===== config.mk =====
export PLATFORM = sky130hd
export DESIGN_NAME = shared_port_arbiter
export DESIGN_NICKNAME = d
export VERILOG_FILES = /design/src/rtl/shared_port_arbiter.sv
export SDC_FILE = /design/constraint.sdc
export NUM_CORES = 1
export LEC_CHECK = 0
export CORE_AREA = 5 5 93 95
export CTS_CLUSTER_SIZE = 24
export DETAILED_ROUTE_END_ITERATION = 12
export DIE_AREA = 0 0 98 100
export PLACE_DENSITY = 0.73
export SLEW_MARGIN = 40
export SYNTH_ARGS = -nofsm -noshare
export SYNTH_HDL_FRONTEND = slang
export SYNTH_SLANG_ARGS = --single-unit

===== constraint.sdc =====
create_clock -name clk_i -period 3.8 [get_ports clk_i]
set_input_delay 0.38 -clock clk_i [delete_from_list [all_inputs] [get_ports clk_i]]
set_output_delay 0.38 -clock clk_i [all_outputs]
set_load 0.01 [all_outputs]

===== src/rtl/shared_port_arbiter.sv =====
// shared_port_arbiter: shares one device port among NumHosts requesters; an in-order ID FIFO routes responses back.
// Define SHARED_PORT_RR_EN for round-robin arbitration; otherwise the lowest eligible index wins.
module shared_port_arbiter #(
   parameter int NumHosts       = 2,
   parameter int DataWidth      = 32,
   parameter int AddrWidth      = 20,
   parameter int MaxOutstanding = 2
) (
   input  logic                              clk_i,
   input  logic                              rst_ni,
   input  logic [NumHosts-1:0]               host_req_valid_i,
   output logic [NumHosts-1:0]               host_req_ready_o,
   input  logic [NumHosts*AddrWidth-1:0]     host_addr_i,
   input  logic [NumHosts-1:0]               host_wen_i,
   input  logic [NumHosts*DataWidth-1:0]     host_wdata_i,
   input  logic [NumHosts*DataWidth/8-1:0]   host_be_i,
   output logic [NumHosts-1:0]               host_resp_valid_o,
   input  logic [NumHosts-1:0]               host_resp_ready_i,
   output logic [DataWidth-1:0]              host_resp_rdata_o,
   output logic                              dev_req_valid_o,
   input  logic                              dev_req_ready_i,
   output logic [AddrWidth-1:0]              dev_addr_o,
   output logic                              dev_wen_o,
   output logic [DataWidth-1:0]              dev_wdata_o,
   output logic [DataWidth/8-1:0]            dev_be_o,
   input  logic                              dev_resp_valid_i,
   output logic                              dev_resp_ready_o,
   input  logic [DataWidth-1:0]              dev_resp_rdata_i,
   output logic                              err_o
);
   localparam int IW = $clog2(NumHosts);
   localparam int PW = MaxOutstanding > 1 ? $clog2(MaxOutstanding) : 1;
   localparam int CW = $clog2(MaxOutstanding) + 1;
   localparam int BW = DataWidth / 8;
   logic [IW-1:0] ids [MaxOutstanding];
   logic [PW-1:0] wptr, rptr;
   logic [CW-1:0] count;
   logic [IW-1:0] base, winner, head;
   logic [NumHosts-1:0] eligible;
   logic any, full, empty, push, pop, err;
   int j;

   function automatic logic [PW-1:0] inc(input logic [PW-1:0] p);
      return (int'(p) == MaxOutstanding - 1) ? '0 : p + 1'b1;
   endfunction

   assign full     = count == CW'(MaxOutstanding);
   assign empty    = count == '0;
   assign eligible = host_req_valid_i & {NumHosts{!full}};

   // Scan downward so the first eligible host at or after base wins last.
   always_comb begin
      any = 1'b0;
      winner = '0;
      j = 0;
      for (int i = NumHosts - 1; i >= 0; i--) begin
         j = (int'(base) + i) % NumHosts;
         if (eligible[j]) begin
            any = 1'b1;
            winner = IW'(j);
         end
      end
   end

`ifdef SHARED_PORT_RR_EN
   always_ff @(posedge clk_i or negedge rst_ni)
      if (!rst_ni) base <= '0;
      else if (push) base <= (int'(winner) == NumHosts - 1) ? '0 : winner + 1'b1;
`else
   assign base = '0;
`endif

   assign head = ids[rptr];
   assign push = any & dev_req_ready_i;
   assign pop  = dev_resp_valid_i & !empty & host_resp_ready_i[head];

   assign dev_req_valid_o   = any;
   assign dev_addr_o        = host_addr_i[winner*AddrWidth +: AddrWidth];
   assign dev_wen_o         = host_wen_i[winner];
   assign dev_wdata_o       = host_wdata_i[winner*DataWidth +: DataWidth];
   assign dev_be_o          = host_be_i[winner*BW +: BW];
   assign host_req_ready_o  = any ? NumHosts'(dev_req_ready_i) << winner : '0;
   assign host_resp_valid_o = empty ? '0 : NumHosts'(dev_resp_valid_i) << head;
   assign dev_resp_ready_o  = empty | host_resp_ready_i[head];
   assign host_resp_rdata_o = dev_resp_rdata_i;
   assign err_o             = err;

   always_ff @(posedge clk_i or negedge rst_ni)
      if (!rst_ni) begin
         wptr  <= '0;
         rptr  <= '0;
         count <= '0;
         err   <= 1'b0;
      end else begin
         if (push) wptr <= inc(wptr);
         if (pop) rptr <= inc(rptr);
         count <= count + CW'(push) - CW'(pop);
         if (dev_resp_valid_i && empty) err <= 1'b1;
      end

   always_ff @(posedge clk_i)
      if (push) ids[wptr] <= winner;
endmodule


# --- Word-level counts from Yosys, hierarchy flattened ---
# Memories as Yosys holds them, arrays and structs flattened.
# Index checks and enable logic that the tools add are counted.
op_classes:
  order_cmp: 2
  bitwise: 5
  addsub: 4
  mul: 1
  eq_ne: 1
  reduce_logical: 4
  mux: 13
  n_shift: 5
  div: 0
op_table:
  columns: ["cell", "count"]
  rows:
  - ["indexed part select 64 x 7 -> 32 bit", 1]
  - ["indexed part select 40 x 7 -> 20 bit", 1]
  - ["two-way mux 1 bit", 11]
  - ["indexed part select 8 x 4 -> 4 bit", 1]
  - ["< comparator 1 x 2 -> 1 bit (second input constant)", 2]
  - ["multiplier 1 x 3 -> 4 bit (second input constant)", 1]
  - ["two-way mux 2 bit", 2]
  - ["left shift 1 x 1 -> 2 bit", 2]
  - ["bitwise AND 1 bit", 3]
  - ["adder 1 bit (second input constant)", 2]
  - ["adder 2 x 1 -> 2 bit", 1]
  - ["bitwise AND 2 bit", 1]
  - ["equality test 2 bit (second input constant)", 1]
  - ["logical NOT 1 bit", 2]
  - ["logical NOT 2 bit", 1]
  - ["subtractor 2 x 1 -> 2 bit", 1]
  - ["logical AND 1 bit", 1]
  - ["bitwise OR 1 bit", 1]
word_totals:
  register_bits: 5
  rom_bits: 0
  wordCells: 40
  latch_bits: 0
  ramBits: 2
  n_memories: 1
memory_table:
  columns: ["memory", "depth", "word_bits", "rd", "rd_ports_with_merged_regs", "write_ports", "line", "rtl"]
  rows:
  - ["ids", 2, 1, 1, 0, 1, "35", "logic [IW-1:0] ids [MaxOutstanding];"]

# --- Longest topological paths before layout ---
logic_depth:
  word_depth: 8
  ltp_mapped: 7

# --- Worst setup path before layout ---
# OpenSTA, ideal clock, no wires.
synth_path:
  path_kind: "register -> output"
  from: "register count[1]"
  to: "output port dev_addr_o[10]"
  slack_ps: 1961
  stages_incl_launch_ff: 6
  arrival_time_ps: 1459
  path_cell_list: "dfrtp_1 nor2b_4 nor3b_4 buf_6 buf_6 mux2_1"
synth_between:
  elab_chain_cells: 7
synth_rtl:
  columns: ["item", "line", "rtl"]
  rows:
  - ["from (decl)", "37", "logic [CW-1:0] count;"]
  - ["from (signal assigned)", "97", "count <= count + CW'(push) - CW'(pop);"]
  - ["equality test 2 bit *", "47", "assign full = count == CW'(MaxOutstanding);"]
  - ["logical NOT 1 bit *", "49", "assign eligible = host_req_valid_i & {NumHosts{!full}};"]
  - ["bitwise AND 2 bit *", "49", null]
  - ["two-way mux 1 bit", "58", "if (eligible[j]) begin"]
  - ["two-way mux 1 bit *", "58", null]
  - ["multiplier 1 x 3 -> 4 bit *", "78", "assign dev_addr_o = host_addr_i[winner*AddrWidth +: AddrWidth];"]
  - ["indexed part select 40 x 7 -> 20 bit *", "78", null]
  - ["to (decl)", "22", "output logic [AddrWidth-1:0] dev_addr_o,"]
# Mark *: on every way between the ends. The rest lies on a longest branch, timed or not.

# --- Final worst setup path ---
layout_path:
  from: "input port host_req_valid_i[0]"
  to: "output port dev_wdata_o[23]"
layout_between:
  elab_chain_cells: 3
layout_rtl:
  columns: ["item", "line", "rtl"]
  rows:
  - ["from (decl)", "11", "input logic [NumHosts-1:0] host_req_valid_i,"]
  - ["bitwise AND 2 bit", "49", null]
  - ["two-way mux 1 bit", "58", null]
  - ["indexed part select 64 x 7 -> 32 bit", "80", "assign dev_wdata_o = host_wdata_i[winner*DataWidth +: DataWidth];"]
  - ["to (decl)", "24", "output logic [DataWidth-1:0] dev_wdata_o,"]
# Every way passes these cells.

==> results.ini <==
[outcome]
status=completed

[die]
dieArea_um2=9800
die_h_um=100
pin_count=250
fp.dieW_um=98
num_rows=32
initial_core_util=0.1708
core_area_um2=7647

[logic_synthesis]
synth-seq-cells=7
yosysSeqAreaShare=0.1418
synth_nets=283
synth_edf_count=2
async_reset_ff_frac=0.7143
yosys_warnings=0
synth.cell_area_um2=1306
postSynthAreaPerCell_um2=10.21
syn_inst=128
ys.flop_type=dfrtp_1
synth_cell_types=20

[power]
sequentialPowerShare=0.154
internal-power_mw=0.5947
ir_drop_mv=0.1117
power.switching_mw=0.2769
pwr-share-clk=0.117
p_leak_nw=1.123
p_per_area_nw_per_um2=285.5
switching_share=0.3177
p_comb_frac=0.729

[critical_path]
crit_arrival_ps=2350
critPathKind=input port to output pin
required_ps=3420
r2r_start=rptr
end_kind=output pin
startpoint_type=input port
rr_worst_depth=7
r2r_slack_ps=1920
cp-startpoint=host_req_valid_i[0]
r2r_end=count[1]
crit_fanout=31

[final_layout]
ff_latch_area_um2=185.2
n_fill_cell=730
fin_util=0.3992
final_cell_mix=185 x clkdlybuf4s50_1, 47 x mux2_2, 10 x mux2_1
final_common_cell=clkdlybuf4s50_1
fin_nets=437
antenna_cells=0
drive_gt1_frac=0.1922
multiInputGateArea_um2=828.3
syn2layout_area_growth_pct=133.7

[cts]
clock_sinks=7
cts-resized-gates=0
cts_tree=yes
insertion_delay_ps=220
cts_max_path_buffers=2
hold_buffers=0
cts_made_buffers=3
ctsRootBufferMaster=clkbuf_8
clkTransAtPathRegs_ps=40
htreeDepth=1
post_cts_buffers=0

[routing]
drc_errors=0
first_pass_iters=4
antenna_left=0
via_count=1538
wire_per_inst_um=14.02
viasPerCell=4.016
wl_mm=5.371
initialDrtViolationCount=15

[timing]
fin_setup_tns_ps=0
grt_setup_unrepaired=false
skew_ps=0.4975
period_minus_slack_ps=2732
slew_headroom=0.6935
final_hold_viol_count=0
fin_crit_sh=0.7190
finalMaxSlewViolations=0
worstMarginPinSlew_ps=455.0
fmax_mhz=366.0
setup_viol=0

[global_route]
first_global_vias=1802
track_usage=0.1025
antenna_found_initial=0
overflow=0
grt_max_degree=32
grt_pass1_wl_mm=8.280

[placed_design]
io_buffers=185
gp_congestion=0.7587
hpwlAfterDp_mm=4.790

[hold_path]
hold_class=input port to async pin

[job]
drv_cap=0

-- sequential cells by signal, indices dropped and copies added, names as in the netlist --
register / cells
wptr: 1
rptr: 1
err_o: 1
ids: 2
count: 2
-- metrics by stage --
step	area [µm²]	hold slack, ps	total power, mW	cells	setup WS [ps]
global route	3053	411.6	0.9381	383	947.7
CTS	3053	386.7	0.8886	383	1039
floorplan	1306	84.41	0.4679	128	1961
global placement	3008	450.3	0.7704	379	1071
finish	3053	382.0	0.8716	383	1068
detailed placement	3008	451.9	0.7794	379	1049
-- layer usage --
layer / track usage / wire length (µm)
met4: 0.03727 / 65
met3: 0.05768 / 814
met2: 0.1880 / 2705
met5: 0 / 0
met1: 0.09506 / 1786
-- cells in the mapped netlist (all sizes together), types with 2 or more instances --
| master | n | area share |
|---|---|---|
| o21ai | 2 | 0.0077 |
| mux2i | 2 | 0.015 |
| buf | 38 | 0.22 |
| nor2 | 7 | 0.020 |
| nand2 | 2 | 0.0057 |
| nor2b | 2 | 0.015 |
| edfxtp | 2 | 0.046 |
| mux2 | 57 | 0.49 |
| xnor2 | 4 | 0.027 |
| dfrtp | 5 | 0.096 |
-- worst max-delay path by stage --
| stage | end | slack, ps |
|---|---|---|
| 6_report | dev_wdata_o[23] | 1070 |
| 2_1_floorplan | dev_addr_o[10] | 1960 |
| 3_3_place_gp | dev_wdata_o[23] | 1070 |
| 3_5_place_dp | dev_wdata_o[18] | 1050 |
| 4_1_cts | dev_wdata_o[18] | 1040 |
| 5_1_grt | dev_wdata_o[18] | 950 |
-- worst max-delay path, cell delays in order --
cell and delay (ps):
clkdlybuf4s50_1 480, nor3b_4 220, buf_4 380, mux2_2 390, clkdlybuf4s50_1 490
-- cell families (layout without fill, tap and decap cells) --
logic type / Yosys count / after routing / share of synthesized area
AO/OA/AOI/OAI: 4 / 4 / 0.01916
XOR/XNOR: 5 / 5 / 0.03352
adder cells (fa/ha/maj): 1 / 1 / 0.009577
buffers and inverters: 38 / 191 / 0.2241
flip-flops: 7 / 7 / 0.1418
multiplexers: 59 / 59 / 0.5067
AND/OR/NAND/NOR: 14 / 14 / 0.06515
-- cell type report --
| cell class | count | share of cell area |
|---|---|---|
| Clock buffer | 4 | 0.01475 |
| Multi-Input combinational cell | 83 | 0.2713 |
| Sequential cell | 7 | 0.06066 |
| Tap cell | 102 | 0.04180 |
| Timing Repair Buffer | 187 | 0.6115 |
-- power by group through the flow --
stage	registers, mW	logic (mW)	clock network, mW
after floorplan	0.131	0.337	0
final	0.135	0.635	0.102
after global placement	0.134	0.636	0
after CTS	0.135	0.648	0.106
after detailed placement	0.136	0.643	0
after global routing	0.140	0.686	0.112
Note: power is estimated with default switching activity, not from simulation.
==> variant: new RTL, config.mk and constraints unchanged <==
`MaxOutstanding`: 2 -> 4.
--- a/src/rtl/shared_port_arbiter.sv
+++ b/src/rtl/shared_port_arbiter.sv
@@ -4,7 +4,7 @@
    parameter int NumHosts       = 2,
    parameter int DataWidth      = 32,
    parameter int AddrWidth      = 20,
-   parameter int MaxOutstanding = 2
+   parameter int MaxOutstanding = 4
 ) (
    input  logic                              clk_i,
    input  logic                              rst_ni,
Check against the original RTL: not equivalent (Yosys sat finds a counterexample within 4 cycles, from zero or initial values and one cycle with rst_ni low).
==> variant against the unedited design <==
  * Maximum frequency is 1.9% lower
  * Core utilization is 4.5 points higher
  * Critical path type is now in -> reg
  * Total power is 26% higher
  * Design area is 11% higher
  * Sequential power is 79% higher
  * Die area stayed put
  * Combinational power is 16% higher
  * Wire length is 19% higher
  * Largest power group unchanged
  * Highest routed layer unchanged
  * Sequential cell count is 5 higher
  * Worst setup slack worse by 53 ps
  * Worst hold slack better by 35 ps
  * Synthesized area is 24% higher
==> variant: results (changes against the unedited design) <==
\begin{tabular}{lr}
\hline
Metric & Value \\
\hline
\multicolumn{2}{l}{\textbf{Routing}} \\
\quad Drt initial violations & 5 (-10) \\
\quad Via density per instance & 4.231 (+5.4\%) \\
\quad Final wirelength & 6388 µm (+19\%) \\
\multicolumn{2}{l}{\textbf{Placement}} \\
\quad Pre-CTS setup slack & 766.1 ps (-282.6 ps) \\
\quad Placed Area & 3353 µm² (+11\%) \\
\quad Final RePlAce weighted congestion & 0.7552 (-0.46\%) \\
\quad Placed Cells incl. Taps & 403 (+6.3\%) \\
\multicolumn{2}{l}{\textbf{Setup path}} \\
\quad Crit-path max FO & 7 (-77\%) \\
\quad Reg2Reg Setup Slack & 1140 ps (-780 ps) \\
\quad Worst r2r src & count[2] \\
\quad Worst setup path endpoint & count[2] \\
\quad Delay of the slowest cell on the worst path & 610 ps (+120 ps) \\
\quad Crit path DAT & 2950 ps (+600 ps) \\
\quad Family with the most delay on the worst path & adder cells \\
\quad Slowest stage cell on the critical path & nor3b\_1 \\
\multicolumn{2}{l}{\textbf{Cells and area}} \\
\quad Share of post-route cells with drive strength above 1 & 20.98\% (+1.8 points) \\
\quad Non-filler instance count after layout & 407 (+6.3\%) \\
\quad Fill cell count & 721 (-1.2\%) \\
\quad Registers with the highest flip-flop counts & ids x4, count x3 \\
\multicolumn{2}{l}{\textbf{Synth}} \\
\quad Post-synthesis cell count & 153 (+20\%) \\
\quad Leading post-synthesis cells by instance count & 55 x mux2\_2, 34 x buf\_4, 8 x dfrtp\_1 \\
\quad Dominant cells by area after synthesis & mux2\_2 38\%, buf\_4 16\%, dfrtp\_1 12\%, edfxtp\_1 7.4\%, ha\_1 5.4\% \\
\quad Post-synthesis async set-or-reset flop share & 66.67\% (-4.8 points) \\
\quad Sequential share of the synthesized area & 19.74\% (+5.6 points) \\
\quad Yosys cell types & 23 (+15\%) \\
\multicolumn{2}{l}{\textbf{Global routing}} \\
\quad Number of global-route vias before repair & 1946 (+8.0\%) \\
\quad Pin count of the biggest net entering global routing & 63 (+97\%) \\
\quad Wire length of the first global-routing pass & 9487 µm (+15\%) \\
\quad Overall Global Routing Usage & 11.86\% (+1.6 points) \\
\multicolumn{2}{l}{\textbf{CTS}} \\
\quad H-tree levels & 1 (unchanged) \\
\quad Clk\_lat worst skew & 240 ps (+20 ps) \\
\multicolumn{2}{l}{\textbf{Timing}} \\
\quad Largest clock skew in the final design & 2.307 ps (+1.809 ps) \\
\quad Worst Max-Slew Pin Slew & 734.8 ps (+279.8 ps) \\
\quad WHS & 417.0 ps (+34.99 ps) \\
\multicolumn{2}{l}{\textbf{Outcome}} \\
\quad Result of the run & finished clean \\
\multicolumn{2}{l}{\textbf{Power}} \\
\quad Net Switching & 365.0 µW (+32\%) \\
\quad Leakage & 1.286 nW (+14\%) \\
\hline
\end{tabular}
variant: changes by cell type after synthesis, moves of 4 or more:
cell,before,now
mux2_2,47,55
inv_1,0,7
ha_1,1,7
and2_1,1,5
buf_2,0,4
mux2_1,10,6
variant: worst register-to-register path: stages, from the launching register on:
cell     delay, ps
dfrtp_1        430
nor3b_4        200
nor3b_1        630
inv_1          100
ha_1           300
inv_1           40
ha_1           180
fa_1           370
xnor2_1        200
xnor2_1        140
variant: kinds of logic after synthesis:
| kind of cell | count (synthesis) | synth area share (%) |
|---|---|---|
| muxes | 64 | 45.18 |
| buffers and inverters | 45 | 18.58 |
| and+or+nand+nor | 19 | 7.248 |
| DFF | 12 | 19.74 |
| adders and majority gates | 8 | 6.630 |
| AOI/OAI and AO/OA | 3 | 1.542 |
| xor gates and xnor gates | 2 | 1.080 |
variant: layout make-up:
cell class	instances	area, µm²	area share, %
Clock buffer	3	41.29	1.215
Tap cell	102	127.6	3.756
Clock inverter	1	3.754	0.1105
Sequential cell	12	320.3	9.426
Timing Repair Buffer	186	1872	55.08
Multi-Input combinational cell	96	1007	29.64
Inverter	7	26.28	0.7732
variant: power by group through the flow:
stage	Clock (mW)	Combinational, mW	Sequential [mW]
after floorplan	0	0.407	0.234
after global placement	0	0.732	0.241
after detailed placement	0	0.749	0.246
after CTS	0.119	0.754	0.244
after global routing	0.125	0.809	0.253
final	0.115	0.737	0.242
variant: metal layers:
| layer | part of all wire (%) | wire (µm) | global-route usage (%) | up-vias |
|---|---|---|---|---|
| met5 | 0 | 0 | 0 | - |
| met4 | 2.6 | 165 | 4.260 | 0 |
| met3 | 12 | 757 | 4.864 | 20 |
| met2 | 50 | 3214 | 21.78 | 126 |
| met1 | 35 | 2251 | 12.09 | 769 |
| li1 | - | - | - | 807 |
